### config.mk
export PLATFORM = sky130hd
export DESIGN_NAME = maple_data_decoder_flat
export DESIGN_NICKNAME = d
export VERILOG_FILES = /design/src/rtl/maple_data_decoder_if.sv /design/src/rtl/maple_data_decoder.sv /design/src/flat_wrapper.sv
export SDC_FILE = /design/constraint.sdc
export NUM_CORES = 1
export LEC_CHECK = 0
export CAP_MARGIN = 0
export CORE_UTILIZATION = 54
export CTS_CLUSTER_DIAMETER = 30
export DETAILED_ROUTE_END_ITERATION = 8
export PLACE_DENSITY = 0.86
export SKIP_CTS_REPAIR_TIMING = 1
export SLEW_MARGIN = 20
export SYNTH_ARGS = -nofsm -noshare
export SYNTH_HDL_FRONTEND = slang
export SYNTH_SLANG_ARGS = --single-unit
### constraint.sdc
create_clock -name clk -period 2.8 [get_ports clk]
set_input_delay 0.56 -clock clk [delete_from_list [all_inputs] [get_ports clk]]
set_output_delay 0.56 -clock clk [all_outputs]
set_load 0.05 [all_outputs]
### src/rtl/maple_data_decoder_if.sv
// Bus-facing signal bundle for the Maple data decoder.
// The master side is the bus controller / line driver; the slave side is the decoder.
interface maple_data_decoder_if;
  logic       enable;
  logic       sdcka;
  logic       sdckb;
  logic       full;
  logic       push;
  logic [7:0] data;
  logic       done;
  logic       busy;
  logic       overflow;
  logic       error;

  modport master (
    output enable, sdcka, sdckb, full,
    input  push, data, done, busy, overflow, error
  );

  modport slave (
    input  enable, sdcka, sdckb, full,
    output push, data, done, busy, overflow, error
  );
endinterface

### src/rtl/maple_data_decoder.sv
// Maple bus receive decoder: synchronizes SDCKA/SDCKB, decodes the alternating
// two-phase bit stream MSB first into bytes, pushes bytes into the RX FIFO and
// reports end-of-frame, overflow and protocol errors.
module maple_data_decoder #(
  parameter int SYNC_STAGES  = 2,
  parameter int IDLE_TIMEOUT = 16,
  parameter int TMR_W        = 5
) (
  input logic                 clk,
  input logic                 reset,
  maple_data_decoder_if.slave bus
);

  typedef enum logic [2:0] {
    S_IDLE,
    S_WAIT_P1,
    S_WAIT_P2,
    S_DONE,
    S_ERROR
  } state_t;

  state_t                 state_q, state_d;
  logic [SYNC_STAGES-1:0] a_sync_q, a_sync_d;
  logic [SYNC_STAGES-1:0] b_sync_q, b_sync_d;
  logic                   a_hist_q, b_hist_q;
  logic [2:0]             cnt_q, cnt_d;
  logic [7:0]             sr_q, sr_d;
  logic [7:0]             data_q, data_d;
  logic [TMR_W-1:0]       tmr_q, tmr_d;
  logic                   push_q, push_d;
  logic                   done_q, done_d;
  logic                   busy_q, busy_d;
  logic                   overflow_q, overflow_d;
  logic                   error_q, error_d;

  logic a_s, b_s, fall_a, fall_b, bit_val, timeout, accept;

  assign a_s     = a_sync_q[SYNC_STAGES-1];
  assign b_s     = b_sync_q[SYNC_STAGES-1];
  assign fall_a  = a_hist_q & ~a_s;
  assign fall_b  = b_hist_q & ~b_s;
  // On an A fall the data rides on B, and vice versa.
  assign bit_val = fall_a ? b_s : a_s;
  assign timeout = busy_q && (tmr_q == TMR_W'(IDLE_TIMEOUT));

  assign bus.push     = push_q;
  assign bus.data     = data_q;
  assign bus.done     = done_q;
  assign bus.busy     = busy_q;
  assign bus.overflow = overflow_q;
  assign bus.error    = error_q;

  // Shift raw lines through the synchronizer chains.
  always_comb begin
    a_sync_d = {a_sync_q[SYNC_STAGES-2:0], bus.sdcka};
    b_sync_d = {b_sync_q[SYNC_STAGES-2:0], bus.sdckb};
  end

  // Idle timer: counts cycles with both lines high once a frame has started, saturating.
  always_comb begin
    tmr_d = tmr_q;
    if (!busy_q || !a_s || !b_s) begin
      tmr_d = '0;
    end else if (tmr_q != TMR_W'(IDLE_TIMEOUT)) begin
      tmr_d = tmr_q + TMR_W'(1);
    end
  end

  // Next-state, bit assembly and status flag logic.
  always_comb begin
    state_d    = state_q;
    cnt_d      = cnt_q;
    sr_d       = sr_q;
    data_d     = data_q;
    push_d     = 1'b0;
    done_d     = 1'b0;
    busy_d     = busy_q;
    overflow_d = overflow_q;
    error_d    = error_q;
    accept     = 1'b0;

    if (!bus.enable) begin
      // Disarming drops any partial byte and clears the sticky flags.
      state_d    = S_IDLE;
      cnt_d      = '0;
      sr_d       = '0;
      busy_d     = 1'b0;
      overflow_d = 1'b0;
      error_d    = 1'b0;
    end else begin
      case (state_q)
        S_IDLE: begin
          cnt_d   = '0;
          sr_d    = '0;
          busy_d  = 1'b0;
          state_d = S_WAIT_P1;
        end
        S_WAIT_P1: begin
          if (fall_b) begin
            state_d = S_ERROR;
            error_d = 1'b1;
            busy_d  = 1'b0;
          end else if (fall_a) begin
            accept  = 1'b1;
            state_d = S_WAIT_P2;
          end else if (timeout) begin
            busy_d = 1'b0;
            if (cnt_q == 3'd0) begin
              state_d = S_DONE;
              done_d  = 1'b1;
            end else begin
              state_d = S_ERROR;
              error_d = 1'b1;
            end
          end
        end
        S_WAIT_P2: begin
          if (fall_a || timeout) begin
            state_d = S_ERROR;
            error_d = 1'b1;
            busy_d  = 1'b0;
          end else if (fall_b) begin
            accept  = 1'b1;
            state_d = S_WAIT_P1;
          end
        end
        S_DONE: begin
          state_d = S_IDLE;
        end
        S_ERROR: begin
          busy_d = 1'b0;
        end
        default: begin
          state_d = S_IDLE;
        end
      endcase
    end

    if (accept) begin
      sr_d   = {sr_q[6:0], bit_val};
      cnt_d  = cnt_q + 3'd1;
      busy_d = 1'b1;
      if (cnt_q == 3'd7) begin
        if (bus.full) begin
          overflow_d = 1'b1;
        end else begin
          push_d = 1'b1;
          data_d = {sr_q[6:0], bit_val};
        end
      end
    end
  end

  // Register all state and outputs; lines idle high so synchronizers reset to 1.
  always_ff @(posedge clk or negedge reset) begin
    if (!reset) begin
      state_q    <= S_IDLE;
      a_sync_q   <= '1;
      b_sync_q   <= '1;
      a_hist_q   <= 1'b1;
      b_hist_q   <= 1'b1;
      cnt_q      <= '0;
      sr_q       <= '0;
      data_q     <= '0;
      tmr_q      <= '0;
      push_q     <= 1'b0;
      done_q     <= 1'b0;
      busy_q     <= 1'b0;
      overflow_q <= 1'b0;
      error_q    <= 1'b0;
    end else begin
      state_q    <= state_d;
      a_sync_q   <= a_sync_d;
      b_sync_q   <= b_sync_d;
      a_hist_q   <= a_s;
      b_hist_q   <= b_s;
      cnt_q      <= cnt_d;
      sr_q       <= sr_d;
      data_q     <= data_d;
      tmr_q      <= tmr_d;
      push_q     <= push_d;
      done_q     <= done_d;
      busy_q     <= busy_d;
      overflow_q <= overflow_d;
      error_q    <= error_d;
    end
  end

endmodule
### src/flat_wrapper.sv
// flat-port wrapper written by rule: the top's interface ports become plain ports
module maple_data_decoder_flat 
#(
  parameter int SYNC_STAGES  = 2,
  parameter int IDLE_TIMEOUT = 16,
  parameter int TMR_W        = 5
)
  (clk, reset, bus_enable, bus_sdcka, bus_sdckb, bus_full, bus_push, bus_data, bus_done, bus_busy, bus_overflow, bus_error);
  maple_data_decoder_if bus_i ();
  input logic clk;
  input logic reset;
  input wire logic [$bits(bus_i.enable)-1:0] bus_enable;
  input wire logic [$bits(bus_i.sdcka)-1:0] bus_sdcka;
  input wire logic [$bits(bus_i.sdckb)-1:0] bus_sdckb;
  input wire logic [$bits(bus_i.full)-1:0] bus_full;
  output wire logic [$bits(bus_i.push)-1:0] bus_push;
  output wire logic [$bits(bus_i.data)-1:0] bus_data;
  output wire logic [$bits(bus_i.done)-1:0] bus_done;
  output wire logic [$bits(bus_i.busy)-1:0] bus_busy;
  output wire logic [$bits(bus_i.overflow)-1:0] bus_overflow;
  output wire logic [$bits(bus_i.error)-1:0] bus_error;
  assign bus_i.enable = bus_enable;
  assign bus_i.sdcka = bus_sdcka;
  assign bus_i.sdckb = bus_sdckb;
  assign bus_i.full = bus_full;
  assign bus_push = bus_i.push;
  assign bus_data = bus_i.data;
  assign bus_done = bus_i.done;
  assign bus_busy = bus_i.busy;
  assign bus_overflow = bus_i.overflow;
  assign bus_error = bus_i.error;
  maple_data_decoder #(.SYNC_STAGES(SYNC_STAGES), .IDLE_TIMEOUT(IDLE_TIMEOUT), .TMR_W(TMR_W)) u_core (.clk(clk), .reset(reset), .bus(bus_i));
endmodule
==> flow_metrics.tcl, run 1 <==
set metrics [dict create \
    drt-initial-drc-count 21 \
    path_class "reg2reg" \
    setup_violations 0 \
    nFillCells 209 \
    hold_end "u_core.a_sync_q[1]$_DFF_PN1_" \
    clock_latency_ns 0.34 \
    gr-total-overflow 0 \
    antenna_cells 0 \
    antenna_found_initial 0 \
    synth.net_count 162 \
    cap_violations 0 \
    reg2reg_depth 9 \
    start_util 0.5896 \
    dpl.hpwl_um 2187 \
    rsz0062_at_grt "no" \
    async_flop_share 1.000 \
    num_rows 19 \
    worst_r2r_endpoint "u_core.cnt_q[2]$_DFFE_PN0P_" \
    period_minus_slack_ns 2.343 \
    setup-tns-final_ns 0 \
    worst_slew_pin_slew_ns 0.5862 \
    via_per_inst 5.856 \
    yosysWarningCount 0 \
    synthDistinctLibCells 37 \
    cts_tree "built" \
    wl_per_cell_um 14.89 \
    io_pins 19 \
    grt_start_max_net_pins 38 \
    outcome "complete, but fails checks" \
    dr.pass1.iters 6 \
    cts_buffers 5 \
    ff2ff_setup_slack_ns 0.46 \
    min_from "u_core.a_sync_q[0]$_DFF_PN1_" \
    area_growth_pct 19.13 \
    ctsRootBufferMaster "clkbuf_4" \
    yosysTopAreaCellShare 0.4651 \
    max_freq_ghz 0.4268 \
    die_y_um 57.58 \
    cp_max_fo 21 \
    multi_input_area_um2 685.7 \
    gr-usage-all-layers 0.2176 \
    end_kind "flip-flop" \
    drv_slew 0 \
    portBuffers 18 \
    cts-htree-levels 2 \
    ys_ff_latch 37 \
    critPathLaunchType "flip-flop" \
    powerDensity_nw_per_um2 515.5 \
    dp_cells 200 \
    dieArea_um2 3315 \
    arrival_ns 2.59 \
    skew_ns 0.01049 \
    synth.area.top_cells "dfrtp_1, dfstp_2, mux2_2" \
    cts_buffer_depth 2 \
    hold_viol_final 0 \
    min_period_over_period 0.8369 \
    synthesis.instances 151 \
    grt_pass1_vias 1203 \
    synth_area_leader_cell "dfrtp_1" \
    wirelength_um 3098 \
    cts.sinks 37 \
    grt_pass1_wl_um 5313 \
    ant_nets 0 \
    leakage_nw 0.8572 \
    register_area_um2 933.4 \
    drive_gt1_frac 0.1808 \
    relSlewSlack 0.6039 \
    die_w_um 57.58 \
    nNetsFinal 187 \
    synth_edf_count 0 \
    required_ns 3.05 \
    synth_area_um2 1668 \
    gp_congestion 0.9395 \
    hold_path.class "reg2reg" \
    clkSlewWorstSetupHoldPaths_ns 0.11 \
    stdcell_count 208 \
    synthFlopType "dfrtp_1" \
    whs_path_depth 0 \
    violations "design-rule violations" \
    drc 3 \
    synth.avg_cell_area_um2 11.05 \
    fp.coreArea_um2 2829 \
    vias 1218 \
    r2r-start "u_core.tmr_q[0]$_DFFE_PN0P_" \
    ir_worst_vdd_v 0.0004179 \
    yosysSeqAreaShare 0.5596 \
]
synthesized netlist by cell type, types with 2 or more instances:
cell type / n
o21ai_0: 11
nor3_1: 3
nor2b_1: 3
nand2b_1: 5
nand2_1: 17
ha_1: 5
nand3_1: 16
xor2_1: 2
inv_1: 6
nor4_1: 2
mux2_2: 8
a21oi_1: 3
clkbuf_1: 4
nor2_1: 7
a211oi_1: 2
dfrtp_1: 31
dfstp_2: 6
power by group:
part / leakage [nW] / internal [mW] / switching [mW] / total [mW]
registers: 0.494 / 0.548 / 0.0100 / 0.558
logic: 0.319 / 0.0275 / 0.0513 / 0.0787
clock network: 0.0445 / 0.212 / 0.176 / 0.388
total: 0.857 / 0.787 / 0.237 / 1.02
layer usage:
metal,vias up,GRT usage,share of wire
li1,579,-,-
met1,600,0.2892,0.46
met2,35,0.3455,0.48
met3,4,0.05669,0.049
met4,0,0.08014,0.012
met5,-,0,0
critical path, cell delays in order (launching register included):
cell	delay, ns
dfrtp_1	0.41
inv_1	0.10
ha_1	0.15
nor4bb_1	0.55
buf_4	0.26
nand2_1	0.09
a22oi_1	0.23
buf_4	0.28
nand3_1	0.09
o21ai_0	0.09
worst max-delay path by stage:
| stage | slack, ns | end | start | cells after the start |
|---|---|---|---|---|
| final | 0.46 | u_core.cnt_q[2]$_DFFE_PN0P_ | u_core.tmr_q[0]$_DFFE_PN0P_ | 9 |
| after global placement | 0.55 | u_core.sr_q[2]$_DFFE_PN0P_ | u_core.tmr_q[0]$_DFFE_PN0P_ | 9 |
| after CTS | 0.48 | u_core.cnt_q[2]$_DFFE_PN0P_ | u_core.tmr_q[0]$_DFFE_PN0P_ | 9 |
| after global routing | 0.20 | u_core.sr_q[1]$_DFFE_PN0P_ | u_core.tmr_q[0]$_DFFE_PN0P_ | 9 |
| after floorplan | 0.66 | u_core.bus.data[0]$_DFFE_PN0P_ | u_core.tmr_q[0]$_DFFE_PN0P_ | 8 |
| after detailed placement | 0.50 | u_core.bus.data[0]$_DFFE_PN0P_ | bus_enable | 4 |
cells in the final DEF (no fill, tap or decap), drive strengths merged, types with 2 or more instances in the layout:
master,synthesis,routed
dfrtp,31,31
dfstp,6,6
buf,1,5
inv,6,6
nor4,2,2
nand2b,5,5
nand2,17,17
xor2,2,2
clkbuf,4,6
nand3,16,16
a21oi,4,4
nor2b,3,3
mux2,8,8
ha,5,5
a31oi,2,2
nor2,7,7
clkdlybuf4s50,0,18
o21ai,11,11
nor3,4,4
a211oi,2,2
registers in the layout, summed over array words and instances, names as in the netlist:
signal and flops:
u_core.a_hist_q 1, u_core.a_sync_q 2, u_core.b_hist_q 1, u_core.b_sync_q 2
u_core.bus.busy 1, u_core.bus.data 8, u_core.bus.done 1, u_core.bus.error 1
u_core.bus.overflow 1, u_core.bus.push 1, u_core.cnt_q 3, u_core.sr_q 7
u_core.state_q 3, u_core.tmr_q 5
final cells by class:
class,count,share of cell area
sequential,37,0.4698
clock buffer,6,0.02582
multi-input combinational,103,0.3451
inverter,6,0.01133
tap,31,0.01952
clock inverter,2,0.01889
timing repair buffer,23,0.1096
metrics by stage:
step           total power, mW  hold slack [ns]  cell area (µm²)  worst slack [ns]    util
2_1_floorplan           0.6083           0.2644             1668            0.6569       -
3_3_place_gp            0.6430           0.3472             1898            0.5485  0.6709
3_5_place_dp            0.6463           0.3495             1898            0.5024  0.6709
4_1_cts                  1.033           0.3657             1987            0.4811  0.7023
5_1_grt                  1.064           0.3690             1987            0.2016  0.7023
6_report                 1.024           0.3637             1987            0.4568  0.7023
kinds of logic (layout without fill, tap and decap cells):
logic type | Yosys count | after routing | share of synthesized area
compound gates | 28 | 28 | 0.1148
xor+xnor | 3 | 3 | 0.01576
fa+ha+maj | 5 | 5 | 0.03751
buf+inv | 11 | 37 | 0.02925
flops | 37 | 37 | 0.5596
mux | 9 | 9 | 0.06002
simple gates | 58 | 58 | 0.1831
(Power assumes the default switching activity.)
==> run 2: changes to the inputs <==
- CORE_UTILIZATION: 54 -> 49
- PLACE_DENSITY: 0.86 -> 0.83
- clock period: 2.8 -> 2.1 ns (I/O delays scaled with it)
==> run 2 against run 1 <==
Against the previous run:
- final area increased by 8.8%
- combinational power rose by 61%
- sequential power increased by 33%
- non-clock buffer count up 14
- largest power group unchanged
- maximum frequency grew 15%
- clock power is 35% higher
- hold slack got worse by 0.00080 ns
- largest cell class unchanged
- clock skew rose by 0.0048 ns
- critical path depth shrank 3
- the flow now finishes without violations
- first-iteration DRC count increased to 3.1 times the previous value
- sequential share of layout area down 3.8 points
- wire length increased by 21%
==> flow_metrics.tcl, run 2 (synthesis gave the netlist of run 1 again) <==
set metrics [dict create \
    outcome "complete, no violations" \
    cts_buffers 5 \
    ant_nets 0 \
    clock_latency_ns 0.36 \
    layout_common_cells "dfrtp_1, clkdlybuf4s50_1, nand3_1, nand2_1, buf_4" \
    grt_start_max_net_pins 38 \
    gr-total-overflow 0 \
    portBuffers 18 \
    antenna_cells 0 \
    crit_path_top_delay_cell "dfstp_2" \
    wirelength_um 3764 \
    leakage_nw 0.9438 \
    area_growth_pct 29.56 \
    cp_max_fo 4 \
    antenna_found_initial 0 \
    gp_congestion 0.9585 \
    cts_tree "built" \
    nFillCells 240 \
    path_class "reg2reg" \
    drv_slew 0 \
    fp.coreArea_um2 3153 \
    die_y_um 60.34 \
    required_ns 2.34 \
    drive_gt1_frac 0.2670 \
    grt_pass1_vias 1313 \
    gr-usage-all-layers 0.2266 \
    drc 0 \
    largest_reg_flops 8 \
    start_util 0.5290 \
    cts-htree-levels 2 \
    ir_worst_vdd_v 0.0004815 \
    die_w_um 60.34 \
    final_common_cell "dfrtp_1" \
    hold_path.class "reg2reg" \
    arrival_ns 2.27 \
    skew_ns 0.01530 \
    stdcell_count 235 \
    clkSlewWorstSetupHoldPaths_ns 0.10 \
    path_buf_inv 1 \
    num_rows 20 \
    min_period_over_period 0.9681 \
    dieArea_um2 3641 \
    wl_per_cell_um 16.02 \
    worst_slew_pin_slew_ns 0.5055 \
    period_minus_slack_ns 2.033 \
    path_cells "and2b_1 -> nor3_2 -> a31oi_4 -> nor4b_4 -> buf_4 -> mux2_2" \
    powerDensity_nw_per_um2 643.6 \
    max_freq_ghz 0.4919 \
    relSlewSlack 0.6620 \
    grt_pass1_wl_um 5913 \
    crit_family "simple AND/OR/NAND/NOR gates" \
    hold_viol_final 0 \
    ctsRootBufferMaster "clkbuf_4" \
    setup_violations 0 \
    nNetsFinal 201 \
    cpPeakStageDelay_ns 0.54 \
    via_per_inst 5.736 \
    io_pins 19 \
    critPathLaunchType "flip-flop" \
    dr.pass1.iters 4 \
    cts_buffer_depth 2 \
    end_kind "flip-flop" \
    dp_cells 224 \
    cts.sinks 37 \
    dpl.hpwl_um 2382 \
    cap_violations 0 \
    drt-initial-drc-count 66 \
    vias 1348 \
    hold_slack_ns 0.3629 \
]
## run 2: path summary, 6_finish.rpt
path,slack [ns],end,cells past startpoint,start
setup / recovery,0.07,u_core.bus.data[0]$_DFFE_PN0P_,6,u_core.b_sync_q[1]$_DFF_PN1_
hold / removal,0.36,u_core.b_sync_q[1]$_DFF_PN1_,0,u_core.b_sync_q[0]$_DFF_PN1_
setup reg to reg,0.07,u_core.bus.data[0]$_DFFE_PN0P_,6,u_core.b_sync_q[1]$_DFF_PN1_
hold reg to reg,0.36,u_core.b_sync_q[1]$_DFF_PN1_,0,u_core.b_sync_q[0]$_DFF_PN1_
max in group asynchronous,1.27,u_core.b_hist_q$_DFF_PN1_,2,reset
min in group asynchronous,0.47,u_core.bus.overflow$_DFF_PN0_,2,reset
## run 2: worst register-to-register path, delay by kind of cell, from the launching register on
| family | cells | cell delay [ns] |
|---|---|---|
| compound gates | 1 | 0.07 |
| simple gates | 3 | 0.79 |
| buf+inv | 1 | 0.19 |
| flops | 1 | 0.54 |
| mux | 1 | 0.33 |
## run 2: through the flow
step | TNS (ns) | util | worst slack (ns) | cell area [µm²] | power, mW
floorplan | -0.3451 | - | -0.04314 | 1668 | 0.8111
global placement | 0 | 0.6325 | 0.07222 | 1994 | 0.8630
detailed placement | -0.2146 | 0.6325 | -0.03907 | 1994 | 0.8685
CTS | -0.3742 | 0.6595 | -0.05368 | 2079 | 1.384
global route | -0.02137 | 0.6853 | -0.01576 | 2161 | 1.444
finish | 0 | 0.6853 | 0.06693 | 2161 | 1.391
## run 2: routing by layer
layer	vias up	part of all wire	track usage
met5	-	0	0
met4	0	0.022	0.1130
met3	13	0.086	0.07036
met2	75	0.48	0.3438
met1	652	0.41	0.2956
li1	608	-	-
## run 2: power by group
part           internal (mW)  switching, mW  total (mW)
sequential             0.730         0.0122       0.742
combinational         0.0483         0.0784       0.127
clock                  0.284          0.237       0.522
## run 2: area by class of cell
cell class,count,area (µm²),share of cell area
timing repair buffer,37,335.3,0.1552
clock inverter,1,30.03,0.01390
inverter,6,22.52,0.01042
sequential,37,933.4,0.4320
tap,44,55.05,0.02548
clock buffer,7,55.05,0.02548
multi-input combinational,103,729.5,0.3376
==> run 3: changes to the inputs <==
- CORE_UTILIZATION: 49 -> 30
- PLACE_DENSITY: 0.83 -> 0.59
- TNS_END_PERCENT: not set -> 1
==> run 3 against run 2 <==
Against the previous run:
- die area rose by 61%
- highest routed layer unchanged
- power rose by 8.0%
- sequential share of layout area decreased by 0.27 points
- final cell count increased by 11%
- clock skew shrank 0.0086 ns
- critical path depth is 3 higher
- non-clock buffer count fell by 1
- register-to-register slack better by 0.04 ns
==> flow_metrics.tcl, run 3 (synthesis gave the netlist of run 1 again) <==
set metrics [dict create \
    outcome "complete, no violations" \
    fp.coreArea_um2 5238 \
    hold_viol_final 0 \
    comb_power_share 0.079 \
    drive_gt1_frac 0.2526 \
    die_y_um 76.56 \
    antenna_cells 0 \
    grt_pass1_wl_um 5595 \
    nFillCells 502 \
    power_mw 1.501 \
    final_common_cell "dfrtp_1" \
    dpl.hpwl_um 2275 \
    via_per_inst 4.638 \
    p_sw_mw 0.3396 \
    intPower_mw 1.162 \
    largest_reg_flops 8 \
    stdcell_count 260 \
    dr.pass1.iters 4 \
    critPathLaunchType "flip-flop" \
    utilization 0.4152 \
    ant_nets 0 \
    path_class "reg2reg" \
    worst_slew_pin_slew_ns 0.5000 \
    p_clk_frac 0.428 \
    dieArea_um2 5861 \
    cts_buffers 5 \
    worstSetupStartpoint "u_core.tmr_q[0]$_DFFE_PN0P_" \
    cts_tree "built" \
    die_w_um 76.56 \
    hold_path.class "in2async" \
    area_growth_pct 30.38 \
    gp_congestion 0.8654 \
    required_ns 2.28 \
    wirelength_um 3110 \
    drv_slew 0 \
    cp_max_fo 5 \
    clock_latency_ns 0.29 \
    wl_per_cell_um 11.96 \
    period_minus_slack_ns 1.994 \
    arrival_ns 2.17 \
    layout_common_cells "dfrtp_1, buf_4, nand2_1" \
    seqPwrFrac 0.493 \
    cts-htree-levels 2 \
    swShare 0.2262 \
    io_pins 19 \
    skew_ns 0.006714 \
    start_util 0.3184 \
    gr-total-overflow 0 \
    portBuffers 18 \
    drt-initial-drc-count 52 \
    powerDensity_nw_per_um2 690.4 \
    num_rows 26 \
    nNetsFinal 200 \
    leakage_nw 0.9422 \
    ctsRootBufferMaster "clkbuf_8" \
    cts.sinks 37 \
    rsz0062_at_grt "yes" \
    cts_buffer_depth 2 \
    grt_start_max_net_pins 23 \
    grt_pass1_vias 1189 \
    cap_violations 0 \
    end_kind "flip-flop" \
    clkSlewWorstSetupHoldPaths_ns 0.07 \
    relSlewSlack 0.6656 \
    ir_worst_vdd_v 0.0003901 \
    vias 1206 \
    min_period_over_period 0.9497 \
    max_freq_ghz 0.5014 \
    antenna_found_initial 0 \
    r2r-start "u_core.tmr_q[0]$_DFFE_PN0P_" \
    setup_violations 0 \
    gr-usage-all-layers 0.1224 \
    drc 0 \
    dp_cells 252 \
]
-- run 3: layout make-up --
type,instances,area [µm²],share of cell area
inverter,6,22.52,0.01036
tap,70,87.58,0.04028
multi-input combinational,103,699.4,0.3216
clock inverter,2,37.54,0.01726
clock buffer,6,82.58,0.03797
timing repair buffer,36,311.5,0.1433
sequential,37,933.4,0.4292
-- run 3: layer usage --
metal | track usage | vias to the layer above | routed length, µm
met5 | 0 | - | 0
met3 | 0.03234 | 7 | 148
met4 | 0.05577 | 0 | 53
met1 | 0.1711 | 564 | 1555
met2 | 0.1757 | 30 | 1354
li1 | - | 605 | -
-- run 3: power by group through the flow --
stage               logic [mW]  clock network, mW  registers, mW
floorplan               0.0516                  0          0.760
global placement         0.117                  0          0.754
detailed placement       0.117                  0          0.754
CTS                      0.117              0.661          0.740
global route             0.133              0.706          0.742
finish                   0.119              0.642          0.741
-- run 3: per-stage QoR --
stage          instance area (µm²)  hold slack, ns  worst slack (ns)  setup TNS (ns)
3_5_place_dp                  2037          0.3479           0.05761               0
5_1_grt                       2175          0.1087          -0.02375        -0.04920
4_1_cts                       2157         0.09875           0.03471               0
6_report                      2175         0.08223            0.1056               0
2_1_floorplan                 1668          0.1244          -0.04314         -0.3451
3_3_place_gp                  2037          0.3475           0.07714               0
-- run 3: final timing paths --
kind	slack [ns]	cells after the start	to
worst min register to register	0.36	0	u_core.b_sync_q[1]$_DFF_PN1_
worst max-delay path	0.11	9	u_core.bus.data[3]$_DFFE_PN0P_
min in group clk	0.36	0	u_core.b_sync_q[1]$_DFF_PN1_
worst max register to register	0.11	9	u_core.bus.data[3]$_DFFE_PN0P_
worst min-delay path	0.08	1	u_core.sr_q[1]$_DFFE_PN0P_
max in group asynchronous	1.39	2	u_core.b_hist_q$_DFF_PN1_
-- run 3: critical path, cell delays in order (launching register included) --
cell and delay [ns]:
dfrtp_1 0.34, inv_1 0.05, ha_1 0.18, nor4bb_1 0.13
buf_4 0.14, a21oi_4 0.17, a31oi_4 0.11, nor4b_4 0.24
buf_4 0.19, mux2_2 0.33
